`config.mk`:
```
export PLATFORM = sky130hd
export DESIGN_NAME = coin_acceptor
export DESIGN_NICKNAME = d
export VERILOG_FILES = /design/src/rtl/coin_acceptor.sv
export SDC_FILE = /design/constraint.sdc
export NUM_CORES = 1
export LEC_CHECK = 0
export ABC_CLOCK_PERIOD_IN_PS = 2700
export CAP_MARGIN = 20
export CORE_MARGIN = 2
export CORE_UTILIZATION = 58
export CTS_BUF_LIST = sky130_fd_sc_hd__clkbuf_4 sky130_fd_sc_hd__clkbuf_8
export DETAILED_ROUTE_END_ITERATION = 10
export PLACE_DENSITY = 0.82
export REMOVE_ABC_BUFFERS = 1
export SETUP_SLACK_MARGIN = 0.15
export SLEW_MARGIN = 25
export SYNTH_ARGS = -nofsm -noshare
export SYNTH_HDL_FRONTEND = slang
export SYNTH_SLANG_ARGS = --single-unit
```
`constraint.sdc`:
```
create_clock -name clk -period 2.7 [get_ports clk]
set_clock_uncertainty 0.2 [all_clocks]
set_input_delay 0.54 -clock clk [delete_from_list [all_inputs] [get_ports clk]]
set_output_delay 0.54 -clock clk [all_outputs]
set_load 0.02 [all_outputs]
```
`src/rtl/coin_acceptor.sv`:
```
// Coin front-end: synchronize and debounce the raw sensors, queue accepted coins,
// and replay them as spaced single-cycle pulses re-timed to the falling clock edge.
module coin_acceptor #(
  parameter int unsigned DEBOUNCE_CYC = 4,
  parameter int unsigned FIFO_DEPTH   = 4,
  parameter int unsigned GAP_CYC      = 1
) (
  input  logic                             clk,
  input  logic                             reset,
  input  logic                             enable,
  input  logic                             hold,
  input  logic                             coin10_raw,
  input  logic                             coin50_raw,
  output logic                             dollar_10,
  output logic                             dollar_50,
  output logic                             coin_reject,
  output logic [$clog2(FIFO_DEPTH+1)-1:0]  coin_cnt,
  output logic                             fifo_full
);
  localparam int unsigned CW = $clog2(FIFO_DEPTH + 1);
  localparam int unsigned AW = $clog2(FIFO_DEPTH);
  localparam int unsigned DW = $clog2(DEBOUNCE_CYC + 1);
  localparam int unsigned GW = $clog2(GAP_CYC + 1);

  typedef enum logic [1:0] {S_IDLE, S_ISSUE, S_GAP} state_t;

  logic [1:0] w_raw;
  logic [1:0] w_ev;
  assign w_raw = {coin50_raw, coin10_raw};

  for (genvar g = 0; g < 2; g++) begin : g_chan
    logic          r_meta;
    logic          r_sync;
    logic          r_filt;
    logic [DW-1:0] r_dbc;

    always_ff @(posedge clk or negedge reset) begin
      if (!reset) begin
        r_meta <= 1'b0;
        r_sync <= 1'b0;
        r_filt <= 1'b0;
        r_dbc  <= '0;
      end else begin
        r_meta <= w_raw[g];
        r_sync <= r_meta;
        if (r_sync != r_filt) begin
          if (r_dbc == DW'(DEBOUNCE_CYC - 1)) begin
            r_filt <= r_sync;
            r_dbc  <= '0;
          end else begin
            r_dbc <= r_dbc + DW'(1);
          end
        end else begin
          r_dbc <= '0;
        end
      end
    end

    // Rising edge of the filtered level, flagged the cycle before it is taken.
    assign w_ev[g] = r_sync & ~r_filt & (r_dbc == DW'(DEBOUNCE_CYC - 1));
  end

  logic                  r_pend;
  logic                  r_rej;
  logic [FIFO_DEPTH-1:0] r_mem;
  logic [AW-1:0]         r_wptr;
  logic [AW-1:0]         r_rptr;
  logic [CW-1:0]         r_count;
  logic                  w_adm;
  logic                  w_adm_type;
  logic                  w_full;
  logic                  w_push;
  logic                  w_pop;
  logic                  w_head;

  // A simultaneous 50 coin is deferred one cycle through r_pend.
  assign w_adm      = w_ev[0] | w_ev[1] | r_pend;
  assign w_adm_type = ~w_ev[0];
  assign w_full     = (r_count == CW'(FIFO_DEPTH));
  assign w_push     = w_adm & enable & ~w_full;
  assign w_head     = r_mem[r_rptr];

  always_ff @(posedge clk or negedge reset) begin
    if (!reset) begin
      r_pend  <= 1'b0;
      r_rej   <= 1'b0;
      r_mem   <= '0;
      r_wptr  <= '0;
      r_rptr  <= '0;
      r_count <= '0;
    end else begin
      r_pend <= w_ev[0] & w_ev[1];
      r_rej  <= w_adm & ~(enable & ~w_full);
      if (w_push) begin
        r_mem[r_wptr] <= w_adm_type;
        r_wptr        <= r_wptr + AW'(1);
      end
      if (w_pop) r_rptr <= r_rptr + AW'(1);
      r_count <= r_count + CW'(w_push) - CW'(w_pop);
    end
  end

  state_t        r_state;
  state_t        w_next;
  logic [GW-1:0] r_gap;
  logic [GW-1:0] w_gap_next;
  logic          w_can_issue;
  logic          r_p10;
  logic          r_p50;

  assign w_can_issue = (r_count != '0) & ~hold;
  assign w_pop       = (r_state == S_ISSUE);

  // The GAP exit issues directly so the idle spacing is exactly GAP_CYC cycles.
  always_comb begin
    w_next     = r_state;
    w_gap_next = r_gap;
    case (r_state)
      S_IDLE:  if (w_can_issue) w_next = S_ISSUE;
      S_ISSUE: begin
        w_next     = S_GAP;
        w_gap_next = GW'(GAP_CYC);
      end
      S_GAP: begin
        if (r_gap <= GW'(1)) begin
          w_gap_next = '0;
          w_next     = w_can_issue ? S_ISSUE : S_IDLE;
        end else begin
          w_gap_next = r_gap - GW'(1);
        end
      end
      default: w_next = S_IDLE;
    endcase
  end

  always_ff @(posedge clk or negedge reset) begin
    if (!reset) begin
      r_state <= S_IDLE;
      r_gap   <= '0;
      r_p10   <= 1'b0;
      r_p50   <= 1'b0;
    end else begin
      r_state <= w_next;
      r_gap   <= w_gap_next;
      r_p10   <= w_pop & ~w_head;
      r_p50   <= w_pop & w_head;
    end
  end

  logic r_d10;
  logic r_d50;

  always_ff @(negedge clk or negedge reset) begin
    if (!reset) begin
      r_d10 <= 1'b0;
      r_d50 <= 1'b0;
    end else begin
      r_d10 <= r_p10;
      r_d50 <= r_p50;
    end
  end

  assign dollar_10   = r_d10;
  assign dollar_50   = r_d50;
  assign coin_reject = r_rej;
  assign coin_cnt    = r_count;
  assign fifo_full   = w_full;
endmodule

```
==> results of run 1 <==
[cells in the final DEF, fill, tap and decap left out, types with 4 or more instances in the layout]
cell / n
sky130_fd_sc_hd__inv_1: 8
sky130_fd_sc_hd__nor2b_1: 6
sky130_fd_sc_hd__clkdlybuf4s50_1: 9
sky130_fd_sc_hd__dfrtp_1: 29
sky130_fd_sc_hd__nor3_1: 5
sky130_fd_sc_hd__ha_1: 7
sky130_fd_sc_hd__nand3_1: 4
sky130_fd_sc_hd__clkbuf_4: 7
sky130_fd_sc_hd__o2111a_1: 4
sky130_fd_sc_hd__nor3b_1: 4
sky130_fd_sc_hd__buf_4: 6
sky130_fd_sc_hd__o22a_1: 4
[synth_stat cells, types with 2 or more instances]
cell type	count	area share [%]
sky130_fd_sc_hd__o22a_1	4	2.6
sky130_fd_sc_hd__xnor2_1	4	2.6
sky130_fd_sc_hd__dfrtn_1	2	3.7
sky130_fd_sc_hd__nand3_1	4	1.5
sky130_fd_sc_hd__nor3b_1	4	2.2
sky130_fd_sc_hd__nor2b_1	6	2.8
sky130_fd_sc_hd__o2111a_1	4	3.3
sky130_fd_sc_hd__mux2_2	2	1.7
sky130_fd_sc_hd__ha_1	10	9.2
sky130_fd_sc_hd__dfrtp_1	29	54
sky130_fd_sc_hd__nand2_1	2	0.55
sky130_fd_sc_hd__nor3_1	5	1.8
sky130_fd_sc_hd__inv_1	8	2.2
sky130_fd_sc_hd__and3b_1	2	1.3
sky130_fd_sc_hd__and2_1	2	0.92
[power groups by stage]
| stage | logic [mW] | registers [mW] | clock network, mW |
|---|---|---|---|
| after floorplan | 0.338 | 0.728 | 0 |
| after global placement | 0.503 | 0.695 | 0 |
| after detailed placement | 0.537 | 0.707 | 0 |
| after CTS | 0.558 | 0.703 | 0.273 |
| after global routing | 0.636 | 0.718 | 0.289 |
| final | 0.559 | 0.702 | 0.263 |
[registers in the layout (all words and copies together), names as in the netlist]
name           cells
coin_cnt           3
coin_reject        1
dollar_10          1
dollar_50          1
g_chan.r_dbc       6
g_chan.r_filt      2
g_chan.r_meta      2
g_chan.r_sync      2
r_mem              4
r_p10              1
r_p50              1
r_pend             1
r_rptr             2
r_state            2
r_wptr             2
[through the flow]
stage	hold slack [ps]	area, sq um	instances	setup TNS, ps
2_1_floorplan	44.41	1335	96	0
3_3_place_gp	134.2	1520	140	-686.9
3_5_place_dp	134.7	1520	140	-712.6
4_1_cts	155.5	1594	149	-445.1
5_1_grt	172.8	1614	150	-466.3
6_report	154.0	1614	150	-419.7
[logic make-up (layout without fill, tap and decap cells)]
family,Yosys count,count (layout)
flip-flops,31,31
AND/OR/NAND/NOR,27,27
AO/OA/AOI/OAI,10,10
multiplexers,4,4
buffers and inverters,11,34
adder cells (fa/ha/maj),11,11
XOR/XNOR,5,5
[routing by layer]
metal | vias to the layer above | track usage [%]
li1 | 384 | -
met1 | 380 | 23.79
met2 | 20 | 33.75
met3 | 4 | 5.429
met4 | 0 | 11.54
met5 | - | 0
[layout make-up]
class	count	area share, %
flip-flops and latches	31	48.06
multi-input cells	57	34.03
repair buffers	18	10.31
clock buffers	7	3.256
well taps	28	2.171
inverters	8	1.860
clock inverters	1	0.3101
[what timing repair did]
action | 4_1_cts | 5_1_grt
gates resized for setup | 15 | 5
endpoints found under the setup margin | 4 | 3
setup buffers | 1 | 1
pin swaps | 3 | 5
cloned | 0 | 0
[worst paths after layout]
check                      slack (ps)                to          startpoint
max                              -210         dollar_10           dollar_10
min                               150  g_chan[1].r_sync    g_chan[1].r_meta
max reg2reg                       200       coin_cnt[2]  g_chan[0].r_dbc[0]
min reg2reg                       150  g_chan[1].r_sync    g_chan[1].r_meta
max in group asynchronous         660         dollar_10               reset
min in group asynchronous         430       coin_cnt[2]               reset
==> flow_summary.toml, run 1 <==
[floorplanning]
core_area_sq_um = 2212
design.portCount = 13
floorplan.rows = 17
initial_utilization_pct = 61.26
die_width_microns = 52.34
die_height_microns = 52.34
die_area_sq_um = 2739

[final_layout]
antenna-diode-count = 0
layout.nets = 138
post_route_cells_drive_above_1_share_pct = 23.77
count_of_filler_cells_inserted_in_the_layout = 151
utilization_pct = 72.96
seqCellArea_sq_um = 775.7
multiInputGateArea_sq_um = 549.3
area_growth_pct = 19.11

[setup_path]
logic_depth_of_the_worst_setup_path_including_buffers = 1
critPathRequiredTime_ps = 1960
timing.critical_path.fanout_max = 1
path_buf_inv = 1
worstSetupPathType = "reg -> out"
r2r_cells = 9
timing.critical_path.from_type = "flop"
worst_path_max_delay_cell = "sky130_fd_sc_hd__dfrtn_1"
worst_path_dominant_cell_family = "flip-flops"
critical_path_arrival_ps = 2170
worstPathCellList = "buf_6"
endpoint_kind = "output pin"
cp_slowest_stage_delay_ps = 410

[power]
power.internal_mw = 1.016
power.leakage_nw = 0.7840
power.share.clock_pct = 17.2
power_density_relative_to_cell_area_nw_per_um2 = 943.6
p_comb_share_pct = 36.7
total_power_mw = 1.523
max-vdd-ir-drop_uv = 646.1
netSwitchingPower_mw = 0.5075
p_sw_share_pct = 33.32
seq_power_share_pct = 46.1

[routing]
antenna_left = 0
first_iter_violations = 11
dr.max_layer_used = "met4"
route.met3.wl_microns = 100
routed_wire_length_per_instance_microns = 14.42
drt-met1-wl_microns = 868
vias_per_cell = 5.253
drt-pass1-iter-count = 4
num_vias = 788
drt_drc_violations_left = 0
met2WireLength_mm = 1.164
wire_length_reported_by_the_detailed_router_mm = 2.163

[outcome]
status = "finished, violations left"
failing_checks = "negative setup slack"

[yosys]
synthXorXnorAreaFrac_pct = 3.232
ys_seq_elements = 31
synth.mux.area_fraction_pct = 4.432
async_reset_ff_share_pct = 100.0
syn-cell-area_sq_um = 1355
post_synth_inst_count = 99
yosysUniqueCellTypes = 26
largest_family_of_logic_cells_by_synthesized_area = "simple AND/OR/NAND/NOR gates"
syn_avg_cell_area_sq_um = 13.69
yosys_warnings = 0
synth_compound_area_share_pct = 8.218
post_synth_and_or_nand_nor_area_fraction_pct = 12.47
synth-edff-count = 0
ys_dominant_reg_cell = "sky130_fd_sc_hd__dfrtp_1"
synthAdderAreaFrac_pct = 10.71
ys_seq_area_share_pct = 57.25

[clocking]
cts.path.max_buffers = 2
postCtsHoldBufs = 0
h_tree_level_count = 2
clock_tree.root_cell = "sky130_fd_sc_hd__clkbuf_4"
cts_made_buffers = 5
cts_tree = "yes"
clock_latency_ps = 320
tritoncts_num_sinks = 31
clkSlewWorstSetupHoldPaths_ps = 90

[placement]
pre_cts_slack_ps = -355.3
hpwl_dp_mm = 1.608
port_buffers = 12
final_estimated_routing_congestion_in_global_placement = 0.6801

[timing]
tightest_slew_ps = 330.3
max-slew-margin-rel_pct = 77.93
maxSlewViolCount = 0
hold_viol = 0
rsz0062_at_grt = "yes"
finalSetupViolations = 2
setup_slack_ps = -212.7

[global_route]
grt_resource_usage_total_pct = 20.39
initial_antenna_violation_count = 0
grt_pass1_vias = 871
grt_first_pass_wirelength_mm = 3.795
grt_start_max_net_pins = 20
grt_overflow = 0

[worst_hold_path]
hold-path-cell-count = 0
hold_path.class = "reg -> reg"

[job]
cap_violations = 0
Power figures use the tool's default switching activity.
==> run 2, diff against run 1 <==
PLACE_DENSITY = 0.92   (was 0.82)
==> run 2 against run 1 <==
Net effect:
- the run still ends with negative setup slack left
- final cell count grew 2.0%
- global-route usage decreased by 0.23 points
- non-clock buffer count is 3 higher
- register-to-register slack hardly changed
- count of clock-buffer cells in the layout unchanged
- setup slack got worse by 13 ps
- clock power increased by 15%
- combinational power increased by 4.7%
- core utilization up 1.5 points
- flip-flop and latch count unchanged
- via count increased by 5.7%
- critical path depth is the same
==> flow_summary.toml, run 2 (synthesized netlist as in run 1, its figures left out) <==
[setup_path]
cp_slowest_stage_delay_ps = 410
worst_path_dominant_cell_family = "flip-flops"
r2r_slack_ps = 200
endpoint_kind = "output pin"
worstSetupPathType = "reg -> out"
critical_path_arrival_ps = 2190
critPathRequiredTime_ps = 1960
worstPathCellList = "buf_6"
timing.critical_path.from_type = "flop"
worst_path_max_delay_cell = "sky130_fd_sc_hd__dfrtn_1"
timing.critical_path.fanout_max = 1
path_buf_inv = 1

[timing]
finalSetupViolations = 2
rsz0062_at_grt = "yes"
hold_viol = 0
max-slew-margin-rel_pct = 72.14
setup_slack_ps = -225.7
tightest_slew_ps = 417.0
setup_total_negative_slack_ps = -446.9
maxSlewViolCount = 0

[final_layout]
largest_reg_flops = 6
largest-register = "g_chan.r_dbc"
post_route_cells_drive_above_1_share_pct = 24.00
final_design_area_no_fill_sq_um = 1648
layout.nets = 141
area_growth_pct = 21.61
seqCellArea_sq_um = 775.7
multiInputGateArea_sq_um = 545.5
antenna-diode-count = 0
mostFrequentLayoutCell = "sky130_fd_sc_hd__dfrtp_1"
highest_count_cells_in_the_layout_ignoring_fill_and_taps = "sky130_fd_sc_hd__dfrtp_1, sky130_fd_sc_hd__clkdlybuf4s50_1, sky130_fd_sc_hd__buf_4"
count_of_filler_cells_inserted_in_the_layout = 160

[power]
power_density_relative_to_cell_area_nw_per_um2 = 963.9
total_power_mw = 1.588
power.leakage_nw = 0.8021
max-vdd-ir-drop_uv = 829.4

[clocking]
clkSlewWorstSetupHoldPaths_ps = 90
clock_latency_ps = 320
cts_made_buffers = 5
h_tree_level_count = 2
cts_tree = "yes"
clock_tree.root_cell = "sky130_fd_sc_hd__clkbuf_4"
cts.path.max_buffers = 2
tritoncts_num_sinks = 31

[global_route]
initial_antenna_violation_count = 0
grt_overflow = 0
grt_resource_usage_total_pct = 20.16
grt_pass1_vias = 889
grt_start_max_net_pins = 17
grt_first_pass_wirelength_mm = 3.795

[routing]
wire_length_reported_by_the_detailed_router_mm = 2.243
num_vias = 833
vias_per_cell = 5.444
antenna_left = 0
drt_drc_violations_left = 0
routed_wire_length_per_instance_microns = 14.66
first_iter_violations = 5
drt-pass1-iter-count = 4

[floorplanning]
core_area_sq_um = 2212
die_height_microns = 52.34
initial_utilization_pct = 61.26
die_width_microns = 52.34
die_area_sq_um = 2739
floorplan.rows = 17
design.portCount = 13

[placement]
hpwl_dp_mm = 1.626
area_post_placement_sq_um = 1520
final_estimated_routing_congestion_in_global_placement = 0.7396
port_buffers = 12

[outcome]
status = "finished, violations left"
failing_checks = "negative setup slack"

[worst_hold_path]
hold_path.class = "reg -> reg"

[job]
cap_violations = 0
-- run 2: repair_timing --
item / CTS / global route
hold buffers: 0 / 0
resized for setup: 13 / 5
hold endpoints to repair: 0 / 0
setup endpoints to repair: 4 / 3
cloned: 0 / 0
buffers inserted: 0 / 5
pin swaps: 1 / 5
-- run 2: power breakdown --
part	switching (mW)	internal [mW]	total, mW
Combinational	0.280	0.305	0.585
Clock	0.150	0.152	0.302
Sequential	0.101	0.601	0.702
-- run 2: routing by layer --
layer	vias to the layer above	track usage (%)	wire (microns)
met2	18	33.96	1214
met4	0	12.82	56
met3	7	5.714	87
met1	413	22.11	885
met5	-	0	0
li1	395	-	-
-- run 2: layout make-up --
| type | count | area share [%] |
|---|---|---|
| inverters | 8 | 1.822 |
| repair buffers | 21 | 11.47 |
| clock buffers | 7 | 3.948 |
| multi-input cells | 57 | 33.11 |
| flip-flops and latches | 31 | 47.08 |
| clock inverters | 1 | 0.4556 |
| well taps | 28 | 2.126 |
-- run 2: per-stage QoR --
stage          setup slack, ps  cells  util (%)  hold slack, ps
2_1_floorplan            137.3     96         -           44.41
5_1_grt                 -247.1    153     74.49           179.1
4_1_cts                 -234.2    148     71.95           162.6
6_report                -225.7    153     74.49           159.5
3_5_place_dp            -354.9    140     68.72           141.0
3_3_place_gp            -343.1    140     68.72           132.8
-- run 2: worst paths after layout --
path	start	to	cells after the start
setup / recovery	dollar_10	dollar_10	1
hold / removal	g_chan[1].r_meta	g_chan[1].r_sync	0
setup reg to reg	g_chan[1].r_dbc[0]	coin_cnt[2]	9
hold reg to reg	g_chan[1].r_meta	g_chan[1].r_sync	0
max in group asynchronous	reset	dollar_10	1
min in group asynchronous	reset	g_chan[0].r_dbc[2]	2
